--- config.mk ---
export PLATFORM = sky130hd
export DESIGN_NAME = mem_request_sequencer
export DESIGN_NICKNAME = d
export VERILOG_FILES = /design/src/rtl/mem_request_sequencer_pkg.sv /design/src/rtl/mem_region_decode.sv /design/src/rtl/mem_request_sequencer.sv
export SDC_FILE = /design/constraint.sdc
export NUM_CORES = 1
export LEC_CHECK = 0
export ABC_AREA = 1
export BUFFER_PORTS_ARGS = -buffer_cell sky130_fd_sc_hd__buf_2
export CORE_MARGIN = 2
export CORE_UTILIZATION = 45
export CTS_BUF_LIST = sky130_fd_sc_hd__clkbuf_8
export CTS_CLUSTER_DIAMETER = 150
export DETAILED_ROUTE_END_ITERATION = 8
export GPL_ROUTABILITY_DRIVEN = 0
export PLACE_DENSITY = 0.81
export REMOVE_ABC_BUFFERS = 1
export SLEW_MARGIN = 5
export SYNTH_ARGS = -nofsm -noshare
export SYNTH_HDL_FRONTEND = slang
export SYNTH_HIERARCHICAL = 1
export SYNTH_SLANG_ARGS = --single-unit
export TNS_END_PERCENT = 30
--- constraint.sdc ---
create_clock -name clock -period 1.7 [get_ports clock]
set_clock_uncertainty 0.05 [all_clocks]
set_input_delay 0.34 -clock clock [delete_from_list [all_inputs] [get_ports clock]]
set_output_delay 0.34 -clock clock [all_outputs]
set_load 0.02 [all_outputs]
--- src/rtl/mem_request_sequencer_pkg.sv ---
// Shared types and address-map constants for the memory request sequencer.
// Imported by the sequencer and its region decoder.
package mem_request_sequencer_pkg;

  localparam logic [15:0] ROM_BASE  = 16'h0000;
  localparam logic [15:0] ROM_LIMIT = 16'h001F;
  localparam logic [15:0] IO_BASE   = 16'h0020;
  localparam logic [15:0] IO_LIMIT  = 16'h003F;
  localparam logic [15:0] RAM_BASE  = 16'h0800;
  localparam logic [15:0] RAM_LIMIT = 16'h0FFF;

  typedef enum logic [1:0] {
    IDLE,
    ACCESS,
    RESPOND
  } state_t;

  typedef enum logic {
    PORT_FETCH,
    PORT_DATA
  } port_t;

  function automatic logic in_range(
    input logic [15:0] addr,
    input logic [15:0] base,
    input logic [15:0] limit
  );
    return (addr >= base) && (addr <= limit);
  endfunction

endpackage

--- src/rtl/mem_region_decode.sv ---
// Combinational address-map decoder: word address -> region flags.
// Shared with memory_controller so both agree on the map.
module mem_region_decode
  import mem_request_sequencer_pkg::*;
(
  input  logic [15:0] addr,
  output logic        is_rom,
  output logic        is_io,
  output logic        is_ram,
  output logic        unmapped
);

  assign is_rom   = in_range(addr, ROM_BASE, ROM_LIMIT);
  assign is_io    = in_range(addr, IO_BASE, IO_LIMIT);
  assign is_ram   = in_range(addr, RAM_BASE, RAM_LIMIT);
  assign unmapped = ~(is_rom | is_io | is_ram);

endmodule

--- src/rtl/mem_request_sequencer.sv ---
// Arbitrates fetch and load/store ports onto one memory_controller,
// holds the access for ACCESS_CYCLES and returns data with a ready pulse.
module mem_request_sequencer
  import mem_request_sequencer_pkg::*;
#(
  parameter int unsigned ACCESS_CYCLES = 1
) (
  input  logic        clock,
  input  logic        reset,
  input  logic        fetch_req,
  input  logic [15:0] fetch_addr,
  output logic        fetch_ready,
  output logic [31:0] fetch_data,
  input  logic        data_req,
  input  logic        data_we,
  input  logic [15:0] data_addr,
  input  logic [31:0] data_wdata,
  output logic        data_ready,
  output logic [31:0] data_rdata,
  output logic        bus_error,
  output logic [15:0] mem_address,
  output logic [31:0] mem_wdata,
  output logic        mem_we,
  input  logic [31:0] mem_rdata
);

  if (ACCESS_CYCLES < 1 || ACCESS_CYCLES > 15) begin : g_bad_cycles
    $error("ACCESS_CYCLES must be in 1..15");
  end

  localparam logic [3:0] CNT_INIT = 4'(ACCESS_CYCLES - 1);

  state_t      state;
  port_t       port_r;
  port_t       last_grant;
  logic [3:0]  cnt;
  logic [15:0] addr_r;
  logic [31:0] wdata_r;
  logic        we_r;

  logic is_rom;
  logic is_io;
  logic is_ram;
  logic unmapped;

  mem_region_decode u_decode (
    .addr     (addr_r),
    .is_rom   (is_rom),
    .is_io    (is_io),
    .is_ram   (is_ram),
    .unmapped (unmapped)
  );

  logic        writable;
  logic        flagged;
  logic        grant_fetch;
  logic        any_req;
  logic [31:0] rd_value;

  // Region qualification and arbitration (alternate on ties)
  always_comb begin
    writable    = is_ram | is_io;
    flagged     = unmapped | (we_r & is_rom);
    any_req     = fetch_req | data_req;
    grant_fetch = fetch_req &
                  (~data_req | (last_grant == PORT_DATA));
    rd_value    = unmapped ? 32'h0 : mem_rdata;
  end

  // Memory-side drive: address held through ACCESS and RESPOND
  always_comb begin
    mem_address = (state == IDLE) ? 16'h0 : addr_r;
    mem_wdata   = (state == ACCESS) ? wdata_r : 32'h0;
    mem_we      = (state == ACCESS) & we_r & writable;
  end

  // Sequencer FSM with registered ready/error/data outputs
  always_ff @(posedge clock) begin
    if (reset) begin
      state       <= IDLE;
      port_r      <= PORT_FETCH;
      last_grant  <= PORT_FETCH;
      cnt         <= 4'h0;
      addr_r      <= 16'h0;
      wdata_r     <= 32'h0;
      we_r        <= 1'b0;
      fetch_ready <= 1'b0;
      data_ready  <= 1'b0;
      bus_error   <= 1'b0;
      fetch_data  <= 32'h0;
      data_rdata  <= 32'h0;
    end else begin
      fetch_ready <= 1'b0;
      data_ready  <= 1'b0;
      bus_error   <= 1'b0;
      unique case (state)
        IDLE: begin
          if (any_req) begin
            if (grant_fetch) begin
              port_r     <= PORT_FETCH;
              last_grant <= PORT_FETCH;
              addr_r     <= fetch_addr;
              wdata_r    <= 32'h0;
              we_r       <= 1'b0;
            end else begin
              port_r     <= PORT_DATA;
              last_grant <= PORT_DATA;
              addr_r     <= data_addr;
              wdata_r    <= data_wdata;
              we_r       <= data_we;
            end
            cnt   <= CNT_INIT;
            state <= ACCESS;
          end
        end
        ACCESS: begin
          if (cnt == 4'h0) begin
            if (port_r == PORT_FETCH) begin
              fetch_ready <= 1'b1;
              if (!we_r) fetch_data <= rd_value;
            end else begin
              data_ready <= 1'b1;
              if (!we_r) data_rdata <= rd_value;
            end
            bus_error <= flagged;
            state     <= RESPOND;
          end else begin
            cnt <= cnt - 4'h1;
          end
        end
        RESPOND: state <= IDLE;
        default: state <= IDLE;
      endcase
    end
  end

endmodule

* Word level (Yosys, flattened, before mapping) *
Cells that the tools add are included.

word-level totals
  flip-flop bits (word level) = 123
  input bits = 101
  output and inout port bits = 116
  logic and storage cells = 65

operators by class
  equality and inequality tests = 4
  order comparisons = 6
  muxes and demuxes = 15
  reduce and logical (&&, ||, !) cells = 12
  add/subtract/negate cells = 1
  bitwise logic cells = 16

operator list
  operator                                                          count
  2-to-1 mux 32 bit                                                 3
  2-to-1 mux 16 bit                                                 2
  >= comparator 16 x 1 -> 1 bit, second input constant              1
  >= comparator 16 x 12 -> 1 bit, second input constant             1
  >= comparator 16 x 6 -> 1 bit, second input constant              1
  less-or-equal comparator 16 x 12 -> 1 bit, second input constant  1
  less-or-equal comparator 16 x 5 -> 1 bit, second input constant   1
  less-or-equal comparator 16 x 6 -> 1 bit, second input constant   1
  2-to-1 mux 4 bit                                                  2
  one-hot mux 4 bit (2 select lines)                                1
  AND reduction 4 bit                                               2
  inverter 1 bit                                                    6
  bitwise OR 1 bit                                                  6
  AND 1 bit                                                         4
  logical NOT 4 bit                                                 1
  2-to-1 mux 1 bit                                                  4
  2-to-1 mux 2 bit                                                  2
  inequality test 2 bit, second input constant                      2
  one-hot mux 2 bit (2 select lines)                                1
  AND reduction 2 bit                                               2
  subtractor 4 x 1 -> 4 bit, second input constant                  1
  logical AND 1 bit                                                 3
  AND reduction 3 bit                                               1
  OR reduction 3 bit                                                1
  4 further kinds                                                   4

* Depth between registers and ports, before layout *
Gate-level depths: netlist of the first run.

  depth in word-level cells = 6
  gate-level depth with buffers = 10
  depth with buffers taken out = 9

* Hierarchy *
The synthesis of the first run kept the hierarchy.

modules (own cells, without submodules)
  module                 area an instance (um^2)  seq. area each (um^2)  cells an instance  instances
  mem_request_sequencer  5221.3                   2462.4                 742                1
  mem_region_decode      66.3                     0.0                    14                 1

* Least setup slack after synthesis of the first run *
No wires, ideal clock.

  kind = reg-to-reg
  from = register addr_r[11]
  to = register fetch_data[22]
  setup slack = 91 ps
  arrival = 1427 ps
  path buffers = 1
  data required time = 1518 ps
  stages on the path, launching flop included = 10
  period minus slack after synthesis = 1609 ps
  setup time = 132 ps
  cell sequence = dfxtp_1 -> nor2_1 -> nand3_1 -> nor2_1 -> nor2_1 -> clkinv_1 -> buf_2 -> nand2_1 -> nand3b_1 -> a21oi_1

on the way
  longest elaborated chain between the ends = 5
  elaborated cells between the ends (all ways) = 12
  classes of those cells = order compare (6); mux (1); bitwise (2); reduce/logical (3)

ends and longest elaborated chain
  what                                                   RTL line                         text
  start: declaration                                     mem_request_sequencer.sv:37      logic [15:0] addr_r;
  start signal: assignment                               mem_request_sequencer.sv:102     addr_r <= fetch_addr;
  start signal: assignment                               mem_request_sequencer.sv:108     addr_r <= data_addr;
  >= comparator 16 x 1 -> 1 bit (tied with other cells)  mem_request_sequencer_pkg.sv:28  return (addr >= base) && (addr <= limit);
  logical AND 1 bit                                      mem_request_sequencer_pkg.sv:28
  bitwise OR 1 bit                                       mem_region_decode.sv:16          assign unmapped = ~(is_rom | is_io | is_ram);
  bitwise OR 1 bit (*)                                   mem_region_decode.sv:16
  2-to-1 mux 32 bit (*)                                  mem_request_sequencer.sv:67      rd_value = unmapped ? 32'h0 : mem_rdata;
  end signal: assignment                                 mem_request_sequencer.sv:120     if (!we_r) fetch_data <= rd_value;
  end: declaration                                       mem_request_sequencer.sv:13      output logic [31:0] fetch_data,

Every way passes the cells marked *; elsewhere a longest branch is shown, timed or not.
A chain may end at the register's enable or synchronous reset.

* Worst setup path after layout of the first run *
  from = register addr_r[14]
  to = output mem_we

on the way
  longest elaborated chain between the ends = 4
  elaborated cells between the ends (all ways) = 8
  classes of those cells = order compare (4); bitwise (2); reduce/logical (2)

ends and longest elaborated chain
  what                                                                                              RTL line                         text
  >= comparator 16 x 6 -> 1 bit / less-or-equal comparator 16 x 6 -> 1 bit (equally long branches)  mem_request_sequencer_pkg.sv:28
  logical AND 1 bit (*)                                                                             mem_request_sequencer_pkg.sv:28
  named net is_io                                                                                   mem_request_sequencer.sv:42      logic is_io;
  bitwise OR 1 bit (*)                                                                              mem_request_sequencer.sv:62      writable = is_ram | is_io;
  AND 1 bit (*)                                                                                     mem_request_sequencer.sv:74      mem_we = (state == ACCESS) & we_r & writable;
  end: declaration                                                                                  mem_request_sequencer.sv:23      output logic mem_we,

The timed path passes the listed nets; every way through them passes the cells marked *.

==> impl_results.rst, run 1 <==
.. list-table::
   :header-rows: 1

   * - Metric
     - Value
   * - Run status
     - complete, but fails checks
   * - Routed vias/inst
     - 5.01
   * - First-pass GRT wire length
     - 23800 µm
   * - Final Hold Fails
     - 0
   * - Cts hold-fix bufs
     - 0
   * - Post-detailed-placement cell area
     - 6580 µm²
   * - Violated checks
     - setup timing
   * - Top-area cell type share of the netlist area
     - 46.6%
   * - Type of the worst min-delay path
     - primary input to flip-flop
   * - Overflow after GRT
     - 0
   * - Initial core utilization
     - 46.1%
   * - Setup slack, reg-to-reg
     - -80 ps
   * - Crit Path Class
     - flip-flop to output port
   * - Area leader, netlist
     - sky130_fd_sc_hd__dfxtp_1
   * - Highest-count cells in the layout ignoring fill and taps
     - sky130_fd_sc_hd__buf_2 (177), sky130_fd_sc_hd__nand2_1 (132), sky130_fd_sc_hd__dfxtp_1 (115)
   * - Number of buffers inserted during clock tree synthesis
     - 17
   * - Design Power
     - 9.53 mW
   * - Post-layout util
     - 67.7%
   * - Global router's overall resource usage
     - 23.2%
   * - Clock net sink count
     - 123
   * - Die Width
     - 112 µm
   * - Clock H-tree levels
     - 4
   * - Fraction of final layout cells sized beyond drive strength 1
     - 35.7%
   * - Count of mapped cells out of synthesis
     - 756
   * - Max-cap violations
     - 0
   * - Detailed route wirelength on metal2
     - 7540 µm
   * - Post-DP HPWL
     - 9950 µm
   * - Net count of the finished layout
     - 1078
   * - Maximum vdd drop
     - 0.000661 V
   * - TritonCTS clock tree
     - built
   * - Leak Pwr
     - 3.61 nW
   * - Final Slew Violations
     - 0
   * - Later-pin clock latency in the skew report
     - 430 ps
   * - Height of the die
     - 112 µm
   * - Average wire per cell in the routed design
     - 13.9 µm
   * - Worst-case headroom to the max-slew limit
     - 73.4%
   * - Std-Cell Rows
     - 39
   * - Fraction of synthesis flops using an asynchronous set or reset pin
     - 0%
   * - Highest signal layer in the routed design
     - met4
   * - Post-route fraction of the period consumed by the critical path
     - 108%
   * - Iteration-0 DRC Markers
     - 569
   * - Capturing element type of the critical path
     - output port
   * - Syn-to-layout area delta
     - 46.7%
   * - Count of yosys warnings during synthesis
     - 6
   * - Aggregate routed wire length
     - 15700 µm
   * - Root Buffer
     - sky130_fd_sc_hd__clkbuf_8
   * - Flop and latch count out of synthesis
     - 123
   * - RSZ-0062 raised after global routing
     - true
   * - Met1 wire length
     - 6580 µm
   * - Number of global-route vias before repair
     - 5064
   * - Leading cell type in the layout, fill and taps excluded
     - sky130_fd_sc_hd__buf_2
   * - PD cells
     - 1230 nW/µm²
   * - Post-detailed-route count of antenna-violating nets
     - 0
   * - Final worst path period need
     - 1830 ps
   * - Clock slew at reported path FFs
     - 80 ps
   * - Buffers on Ports
     - 216
   * - Main synth FF type
     - sky130_fd_sc_hd__dfxtp_1
   * - Final setup violation count
     - 62
   * - Mean Syn Cell Area
     - 6.99 µm²
   * - Mapped cell area
     - 5290 µm²
   * - Core outline area
     - 11500 µm²
   * - Placed cells
     - 1091
   * - Post-synth EDFFs
     - 0
   * - Area of combinational cells with multiple inputs
     - 2530 µm²
   * - Library cells used by synthesis
     - 28
   * - Antenna diodes
     - 0
   * - Total Die Area
     - 12600 µm²
   * - Arrival time at the worst endpoint
     - 1440 ps
   * - Initial antenna violation count
     - 0
   * - Fmax
     - 0.545 GHz
   * - Combined flip-flop and latch cell area
     - 2480 µm²
   * - DRC violations left
     - 0
   * - Maximum fanout along the worst path
     - 4
   * - Proportion of synthesized chip area in sequential cells
     - 46.6%
   * - TritonRoute pass-1 iters
     - 5
   * - Leading cell types by total area after synthesis
     - sky130_fd_sc_hd__dfxtp_1 (47%), sky130_fd_sc_hd__nor2_1 (11%), sky130_fd_sc_hd__nand2_1 (9.5%), sky130_fd_sc_hd__inv_1 (6.6%), sky130_fd_sc_hd__nand3_1 (6.5%)
   * - Sort of element at the start of the critical path
     - flip-flop
   * - Number of top-level design ports
     - 217
   * - Final non-filler cell total
     - 1131
   * - Worst path setup slack after routing
     - -135 ps
   * - Required time at the endpoint of the critical path
     - 1310 ps
   * - Finished layout cell area
     - 7760 µm²
   * - Layout filler cell count
     - 907
   * - Measured slew at the worst slew-check pin
     - 399 ps
   * - Largest net degree at the start of global routing
     - 67
   * - Total number of vias
     - 5661
   * - Worst Hold Slack
     - 81.4 ps
   * - Routed wire length on met3
     - 1340 µm
   * - Maximum buffer depth of the clock tree
     - 2
[registers in the layout (all words and copies together) (netlist names)]
name and flops:
we_r 1, state 2, data_ready 1, fetch_ready 1, addr_r 16, cnt 4, wdata_r 32, last_grant 1
bus_error 1, fetch_data 32, data_rdata 32
[cell type report]
cell class | instances | share of cell area, %
tap | 143 | 2.31
multi-input combinational | 490 | 32.7
clock inverter | 15 | 3.50
clock buffer | 17 | 3.02
timing repair buffer | 247 | 21.9
sequential | 123 | 31.9
inverter | 96 | 4.73
[cell families (layout without fill, tap and decap cells)]
group / Yosys count / after routing / share of synthesized area (%)
buf+inv: 143 / 375 / 11.2
compound gates: 91 / 91 / 9.11
simple gates: 397 / 397 / 32.7
fa+ha+maj: 2 / 2 / 0.473
flops: 123 / 123 / 46.6
[synthesized netlist by cell type, types with 3 or more instances]
master                     instances
sky130_fd_sc_hd__buf_2            24
sky130_fd_sc_hd__inv_1            93
sky130_fd_sc_hd__o21ai_1           4
sky130_fd_sc_hd__nor3_1            3
sky130_fd_sc_hd__clkbuf_1         12
sky130_fd_sc_hd__o22ai_1          16
sky130_fd_sc_hd__buf_1             6
sky130_fd_sc_hd__nand3b_1         26
sky130_fd_sc_hd__nor2_2            5
sky130_fd_sc_hd__dfxtp_1         123
sky130_fd_sc_hd__a21oi_1          36
sky130_fd_sc_hd__nand2_1         134
sky130_fd_sc_hd__nand3_1          69
sky130_fd_sc_hd__o21ai_0          33
sky130_fd_sc_hd__nor2_1          155
[critical path, cell delays in order (launching register included)]
cell                      delay, ps
sky130_fd_sc_hd__dfxtp_2        320
sky130_fd_sc_hd__nor2_2         120
sky130_fd_sc_hd__nand2_2         90
sky130_fd_sc_hd__nor3_2         150
sky130_fd_sc_hd__o21ai_1         80
sky130_fd_sc_hd__nor2_1         120
sky130_fd_sc_hd__buf_4          160
[metal layers]
layer | global-route usage, % | up-vias
met3 | 7.18 | 23
met5 | 0 | -
met4 | 7.48 | 0
met2 | 37.8 | 282
li1 | - | 2801
met1 | 29.4 | 2555
[report_power, final]
| group | internal, mW | switching, mW |
|---|---|---|
| clock network | 2.05 | 1.22 |
| logic | 1.10 | 1.81 |
| registers | 3.19 | 0.157 |
[path summary, 6_finish.rpt]
path,endpoint,startpoint,cells past startpoint
min reg2reg,data_rdata[29],data_rdata[29],2
max reg2reg,fetch_data[19],addr_r[10],12
max,mem_we,addr_r[14],6
min,wdata_r[1],data_wdata[1],3
[timing repair]
action | 4_1_cts | 5_1_grt
resized for setup | 94 | 82
pin swaps | 4 | 31
endpoints found under the setup margin | 49 | 109
cloned | 2 | 1
buffers inserted | 4 | 1
[through the flow]
step | setup TNS, ps | setup WS [ps]
4_1_cts | -2300 | -194
2_1_floorplan | -53160 | -884
6_report | -3010 | -135
5_1_grt | -11590 | -236
3_5_place_dp | 0 | 131
3_3_place_gp | 0 | 194
Power figures use the tool's default switching activity.
==> run 2: changes to the inputs <==
Settings changed: BUFFER_PORTS_ARGS -buffer_cell sky130_fd_sc_hd__buf_2 to not set, CORE_UTILIZATION 45 to 55, CTS_BUF_LIST sky130_fd_sc_hd__clkbuf_8 to not set, DONT_BUFFER_PORTS set to 1, PLACE_DENSITY 0.81 to 0.76.
==> impl_results.rst, run 2 (same netlist as run 1, synthesis figures left out) <==
.. list-table::
   :header-rows: 1

   * - Metric
     - Value
   * - RSZ-0062 raised after global routing
     - true (unchanged)
   * - Largest delay share family, worst path
     - simple AND/OR/NAND/NOR gates (unchanged)
   * - Post-layout util
     - 78.9% (was 67.7%)
   * - Worst-case headroom to the max-slew limit
     - 78.5% (was 73.4%)
   * - Capturing element type of the critical path
     - output port (unchanged)
   * - Slowest cell on the critical path
     - sky130_fd_sc_hd__dfxtp_2 (unchanged)
   * - Crit Path Class
     - flip-flop to output port (unchanged)
   * - Layout filler cell count
     - 610 (was 907)
   * - Worst path setup slack after routing
     - -300 ps (was -135 ps)
   * - Clock slew at reported path FFs
     - 60 ps (was 80 ps)
   * - Total Die Area
     - 10400 µm² (was 12600 µm²)
   * - Measured slew at the worst slew-check pin
     - 322 ps (was 399 ps)
   * - Std-Cell Rows
     - 35 (was 39)
   * - Overflow after GRT
     - 0 (unchanged)
   * - Worst R2R Start
     - addr_r[14] (was addr_r[10])
   * - Number of global-route vias before repair
     - 5006 (was 5064)
   * - Buffers on Ports
     - 0 (was 216)
   * - Max-cap violations
     - 0 (unchanged)
   * - Global router's overall resource usage
     - 29.9% (was 23.2%)
   * - Die Width
     - 102 µm (was 112 µm)
   * - Combined buffer and inverter count along the critical path
     - 2 (was 1)
   * - Final worst path period need
     - 2000 ps (was 1830 ps)
   * - Routed vias/inst
     - 5.51 (was 5.01)
   * - Height of the die
     - 102 µm (was 112 µm)
   * - Sort of element at the start of the critical path
     - flip-flop (unchanged)
   * - Leading cell type in the layout, fill and taps excluded
     - sky130_fd_sc_hd__nand2_1 (was sky130_fd_sc_hd__buf_2)
   * - Final setup violation count
     - 48 (was 62)
   * - Initial core utilization
     - 57.0% (was 46.1%)
   * - Post-route fraction of the period consumed by the critical path
     - 118% (was 108%)
   * - Initial antenna violation count
     - 1 (was 0)
   * - Worst Hold Slack
     - 27.8 ps (was 81.4 ps)
   * - Number of top-level design ports
     - 217 (unchanged)
   * - Maximum buffer depth of the clock tree
     - 2 (unchanged)
   * - Final Hold Fails
     - 0 (unchanged)
   * - Iteration-0 DRC Markers
     - 216 (was 569)
   * - Root Buffer
     - sky130_fd_sc_hd__clkbuf_8 (unchanged)
   * - Highest-count cells in the layout ignoring fill and taps
     - sky130_fd_sc_hd__nand2_1 (130), sky130_fd_sc_hd__dfxtp_1 (118), sky130_fd_sc_hd__nor2_1 (102) (was sky130_fd_sc_hd__buf_2 (177), sky130_fd_sc_hd__nand2_1 (132), sky130_fd_sc_hd__dfxtp_1 (115))
   * - Registers with the highest flip-flop counts
     - data_rdata x32, fetch_data x32, wdata_r x32 (unchanged)
   * - Largest net degree at the start of global routing
     - 55 (was 67)
   * - TritonRoute pass-1 iters
     - 5 (unchanged)
   * - Average wire per cell in the routed design
     - 17.1 µm (was 13.9 µm)
   * - Post-detailed-route count of antenna-violating nets
     - 0 (unchanged)
   * - Later-pin clock latency in the skew report
     - 500 ps (was 430 ps)
   * - Aggregate routed wire length
     - 16600 µm (was 15700 µm)
   * - Leak Pwr
     - 2.95 nW (was 3.61 nW)
   * - Required time at the endpoint of the critical path
     - 1310 ps (about the same)
   * - Series of cell instances along the critical path
     - nor2_2 > nand3_2 > buf_6 > nor3_4 > o21ai_1 > nor2_1 > buf_4 (was nor2_2 > nand2_2 > nor3_2 > o21ai_1 > nor2_1 > buf_4)
   * - Maximum single-stage delay on the critical path
     - 320 ps (about the same)
   * - DRC violations left
     - 0 (unchanged)
   * - Total number of vias
     - 5352 (was 5661)
   * - Maximum fanout along the worst path
     - 2 (was 4)
   * - Net count of the finished layout
     - 931 (was 1078)
   * - Final non-filler cell total
     - 972 (was 1131)
   * - Clock H-tree levels
     - 4 (unchanged)
   * - TritonCTS clock tree
     - built (unchanged)
   * - Arrival time at the worst endpoint
     - 1610 ps (was 1440 ps)
   * - Number of buffers inserted during clock tree synthesis
     - 17 (unchanged)
   * - PD cells
     - 1380 nW/µm² (was 1230 nW/µm²)
   * - Fraction of final layout cells sized beyond drive strength 1
     - 19.1% (was 35.7%)
   * - First-pass GRT wire length
     - 24500 µm (was 23800 µm)
   * - Violated checks
     - setup timing (unchanged)
   * - Core outline area
     - 9280 µm² (was 11500 µm²)
   * - Placed cells
     - 863 (was 1091)
   * - Post-DP HPWL
     - 8670 µm (was 9950 µm)
   * - Run status
     - complete, but fails checks (unchanged)
   * - Area of combinational cells with multiple inputs
     - 2580 µm² (was 2530 µm²)
   * - Maximum vdd drop
     - 0.000706 V (was 0.000661 V)
   * - First element of the critical path
     - addr_r[9] (was addr_r[14])
   * - Fmax
     - 0.500 GHz (was 0.545 GHz)
   * - Clock net sink count
     - 123 (unchanged)
   * - Worst hold start
     - data_addr[8] (was data_wdata[1])
   * - Final Slew Violations
     - 0 (unchanged)
   * - Syn-to-layout area delta
     - 38.6% (was 46.7%)
   * - Combined flip-flop and latch cell area
     - 2470 µm² (was 2480 µm²)
   * - Type of the worst min-delay path
     - primary input to flip-flop (unchanged)
run 2: changes by cell type in the layout (fill, tap and decap cells not counted), sizes merged:
cell	before	now
clkinvlp	0	1
clkbuf	18	20
buf	246	50
dlygate4sd3	0	49
diode	0	2
clkinv	7	6
inv	97	98
bufinv	7	4
run 2: per-stage QoR:
| step | setup slack, ps | area, µm² | setup TNS [ps] | power, mW |
|---|---|---|---|---|
| 3_3_place_gp | -91.9 | 5500 | -2870 | 5.40 |
| 6_report | -300 | 7330 | -4680 | 10.1 |
| 3_5_place_dp | -163 | 5500 | -4680 | 5.47 |
| 2_1_floorplan | -884 | 5060 | -53160 | 4.82 |
| 4_1_cts | -331 | 7060 | -4410 | 9.73 |
| 5_1_grt | -436 | 7330 | -8030 | 10.6 |
run 2: routing by layer:
metal  vias to the layer above  track usage (%)  routed length [µm]
met1                      2448             35.1                6050
met2                       346             49.4                8150
met4                         0             13.8                 533
met3                        48             10.1                1900
li1                       2510                -                   -
met5                         -                0                   0
run 2: worst register-to-register path, cell delays in order (launching register included):
cell                       delay (ps)
sky130_fd_sc_hd__dfxtp_1          320
sky130_fd_sc_hd__nor2_2           140
sky130_fd_sc_hd__nand2_2          140
sky130_fd_sc_hd__nor2_1           210
sky130_fd_sc_hd__nor2_4           100
sky130_fd_sc_hd__inv_2             80
sky130_fd_sc_hd__buf_12           140
sky130_fd_sc_hd__nand2_1           90
sky130_fd_sc_hd__nand3b_1         170
sky130_fd_sc_hd__a21oi_1          150
run 2: final timing paths:
path                          to  slack, ps  cells past startpoint
setup / recovery          mem_we       -300                      7
hold / removal         addr_r[8]         30                      4
setup reg to reg  fetch_data[11]         30                      9
hold reg to reg      fetch_ready        440                      1
run 2: repair_timing:
action                                 4_1_cts  5_1_grt
buffers inserted                            10       14
pin swaps                                    8       15
hold buffers                                50        0
gates resized for setup                     88       37
setup endpoints to repair                   89       78
cloned                                       1        1
endpoints found under the hold margin       82        0
run 2: final cells by class:
cell class                      count  area share (%)
Tap cell                          129            2.20
Timing Repair Buffer              100            15.4
Clock buffer                       19            5.89
Multi-Input combinational cell    490            35.2
Inverter                           96            4.93
Antenna cell                        2          0.0683
Clock inverter                     13            2.59
Sequential cell                   123            33.7
run 2: report_power, final:
part	internal [mW]	leakage, nW	switching (mW)
clock network	2.44	0.303	1.33
logic	1.09	1.64	1.74
registers	3.19	1.00	0.321
==> run 3: changes to the inputs <==
==> constraint.sdc (replaced) <==
create_clock -name clock -period 1.7 [get_ports clock]
set_clock_uncertainty 0.05 [all_clocks]
set_input_delay 0.085 -clock clock [delete_from_list [all_inputs] [get_ports clock]]
set_output_delay 0.085 -clock clock [all_outputs]
set_load 0.02 [all_outputs]
==> impl_results.rst, run 3 (same netlist as run 1, synthesis figures left out) <==
.. list-table::
   :header-rows: 1

   * - Metric
     - Value
   * - Sort of element at the start of the critical path
     - flip-flop (unchanged)
   * - Largest net degree at the start of global routing
     - 51 (was 55)
   * - Required time at the endpoint of the critical path
     - 1560 ps (was 1310 ps)
   * - Number of buffers inserted during clock tree synthesis
     - 17 (unchanged)
   * - Reg2Reg Capture Point
     - data_rdata[15] (was fetch_data[11])
   * - Routed vias/inst
     - 5.57 (was 5.51)
   * - Number of top-level design ports
     - 217 (unchanged)
   * - Measured slew at the worst slew-check pin
     - 479 ps (was 322 ps)
   * - Post-route fraction of the period consumed by the critical path
     - 98.4% (was 118%)
   * - Final Hold Fails
     - 0 (unchanged)
   * - Cells on Worst Hold Path
     - 3 (was 4)
   * - Placed cells
     - 855 (was 863)
   * - Later-pin clock latency in the skew report
     - 510 ps (was 500 ps)
   * - Post-layout util
     - 79.2% (was 78.9%)
   * - Worst R2R Start
     - addr_r[12] (was addr_r[14])
   * - Worst hold start
     - data_wdata[21] (was data_addr[8])
   * - Registers with the highest flip-flop counts
     - data_rdata x32, fetch_data x32, wdata_r x32 (unchanged)
   * - Total number of vias
     - 5514 (was 5352)
   * - Iteration-0 DRC Markers
     - 337 (was 216)
   * - Type of the worst min-delay path
     - primary input to flip-flop (unchanged)
   * - Fraction of final layout cells sized beyond drive strength 1
     - 12.3% (was 19.1%)
   * - Highest-count cells in the layout ignoring fill and taps
     - sky130_fd_sc_hd__nand2_1 (133), sky130_fd_sc_hd__dfxtp_1 (122), sky130_fd_sc_hd__nor2_1 (119) (was sky130_fd_sc_hd__nand2_1 (130), sky130_fd_sc_hd__dfxtp_1 (118), sky130_fd_sc_hd__nor2_1 (102))
   * - Leak Pwr
     - 2.95 nW (about the same)
   * - Overflow after GRT
     - 0 (unchanged)
   * - Std-Cell Rows
     - 35 (unchanged)
   * - Aggregate routed wire length
     - 17000 µm (was 16600 µm)
   * - DRC violations left
     - 0 (unchanged)
   * - Number of global-route vias before repair
     - 5259 (was 5006)
   * - Max-cap violations
     - 0 (unchanged)
   * - First-pass GRT wire length
     - 24700 µm (was 24500 µm)
   * - Final worst path period need
     - 1670 ps (was 2000 ps)
   * - Average wire per cell in the routed design
     - 17.1 µm (about the same)
   * - Initial antenna violation count
     - 0 (was 1)
   * - Maximum vdd drop
     - 0.000864 V (was 0.000706 V)
   * - Global router's overall resource usage
     - 29.6% (was 29.9%)
   * - Layout filler cell count
     - 564 (was 610)
   * - Height of the die
     - 102 µm (unchanged)
   * - Clock slew at reported path FFs
     - 60 ps (about the same)
   * - Worst path setup slack after routing
     - 27.3 ps (was -300 ps)
   * - Net count of the finished layout
     - 951 (was 931)
   * - Final Slew Violations
     - 0 (unchanged)
   * - Setup slack, reg-to-reg
     - 110 ps (was 30 ps)
   * - Worst Hold Slack
     - 213 ps (was 27.8 ps)
   * - Leading cell type in the layout, fill and taps excluded
     - sky130_fd_sc_hd__nand2_1 (unchanged)
   * - Maximum fanout along the worst path
     - 16 (was 2)
   * - PD cells
     - 1330 nW/µm² (was 1380 nW/µm²)
   * - Post-Route Setup TNS
     - 0 ps (was -4680 ps)
   * - Design Power
     - 9.77 mW (was 10.1 mW)
   * - Pre-CTS WS
     - 96.5 ps (was -163 ps)
   * - Total Die Area
     - 10400 µm² (unchanged)
   * - Worst-case headroom to the max-slew limit
     - 68.0% (was 78.5%)
   * - Run status
     - finished, final reports clean (was complete, but fails checks)
   * - Clock net sink count
     - 123 (unchanged)
   * - Crit Path Class
     - flip-flop to output port (unchanged)
   * - Final setup violation count
     - 0 (was 48)
   * - Antenna diodes
     - 0 (was 2)
   * - Die Width
     - 102 µm (unchanged)
   * - Buffers on Ports
     - 0 (unchanged)
   * - Finished layout cell area
     - 7350 µm² (was 7330 µm²)
   * - Root Buffer
     - sky130_fd_sc_hd__clkbuf_8 (unchanged)
   * - Combined flip-flop and latch cell area
     - 2460 µm² (was 2470 µm²)
   * - Area of combinational cells with multiple inputs
     - 2430 µm² (was 2580 µm²)
   * - Endpoint of the worst hold path
     - wdata_r[21] (was addr_r[8])
   * - Post-detailed-route count of antenna-violating nets
     - 0 (unchanged)
   * - Worst R2R Path Depth
     - 10 (was 9)
   * - Final non-filler cell total
     - 990 (was 972)
   * - Post-DP HPWL
     - 8790 µm (was 8670 µm)
   * - Clock H-tree levels
     - 4 (unchanged)
   * - TritonRoute pass-1 iters
     - 5 (unchanged)
   * - Arrival time at the worst endpoint
     - 1540 ps (was 1610 ps)
   * - Core outline area
     - 9280 µm² (unchanged)
   * - Fmax
     - 0.598 GHz (was 0.500 GHz)
   * - TritonCTS clock tree
     - built (unchanged)
   * - Capturing element type of the critical path
     - output port (unchanged)
   * - Maximum buffer depth of the clock tree
     - 2 (unchanged)
   * - Post-detailed-placement cell area
     - 5440 µm² (was 5500 µm²)
   * - RSZ-0062 raised after global routing
     - true (unchanged)
   * - Syn-to-layout area delta
     - 39.0% (was 38.6%)
   * - Initial core utilization
     - 57.0% (unchanged)
## run 3: changes by cell type in the layout (fill, tap and decap cells not counted), sizes merged
cell         change
dlygate4sd3     +51
diode            -2
clkinv           -1
clkinvlp         +3
buf             -31
clkbuf           -2
## run 3: worst max-delay path: stages (launching register included)
cell	delay [ps]
sky130_fd_sc_hd__dfxtp_1	340
sky130_fd_sc_hd__inv_1	100
sky130_fd_sc_hd__nand2_4	120
sky130_fd_sc_hd__clkbuf_16	250
sky130_fd_sc_hd__nor2_4	220
## run 3: how the worst max path moves through the flow
| stage | startpoint | to | slack [ps] |
|---|---|---|---|
| 2_1_floorplan | we_r | fetch_data[0] | -880 |
| 3_3_place_gp | state[0] | we_r | 130 |
| 3_5_place_dp | state[0] | we_r | 100 |
| 4_1_cts | state[0] | mem_wdata[25] | -50 |
| 5_1_grt | addr_r[11] | mem_we | -40 |
| 6_report | state[1] | mem_we | 30 |
## run 3: per-layer routing
metal	wire length, µm	global-route usage, %	up-vias
met1	6400	34.0	2555
met5	0	0	-
met4	480	13.9	0
met2	8260	49.8	361
li1	-	-	2549
met3	1830	9.85	49
## run 3: power breakdown
group	internal [mW]	switching [mW]	total, mW
logic	0.851	1.59	2.45
clock network	2.41	1.40	3.81
registers	3.19	0.326	3.51
total	6.45	3.32	9.77
## run 3: repair_timing
item / 4_1_cts / 5_1_grt
hold buffers: 101 / 0
cloned: 0 / 1
hold endpoints to repair: 117 / 0
setup buffers: 0 / 1
setup endpoints to repair: 33 / 85
gates resized for setup: 17 / 46
pin swaps: 4 / 2
## run 3: area by class of cell
type	instances	area share, %
Tap cell	129	2.20
Multi-Input combinational cell	490	33.1
Clock inverter	15	2.91
Sequential cell	123	33.5
Inverter	96	4.92
Clock buffer	17	5.63
Timing Repair Buffer	120	17.7
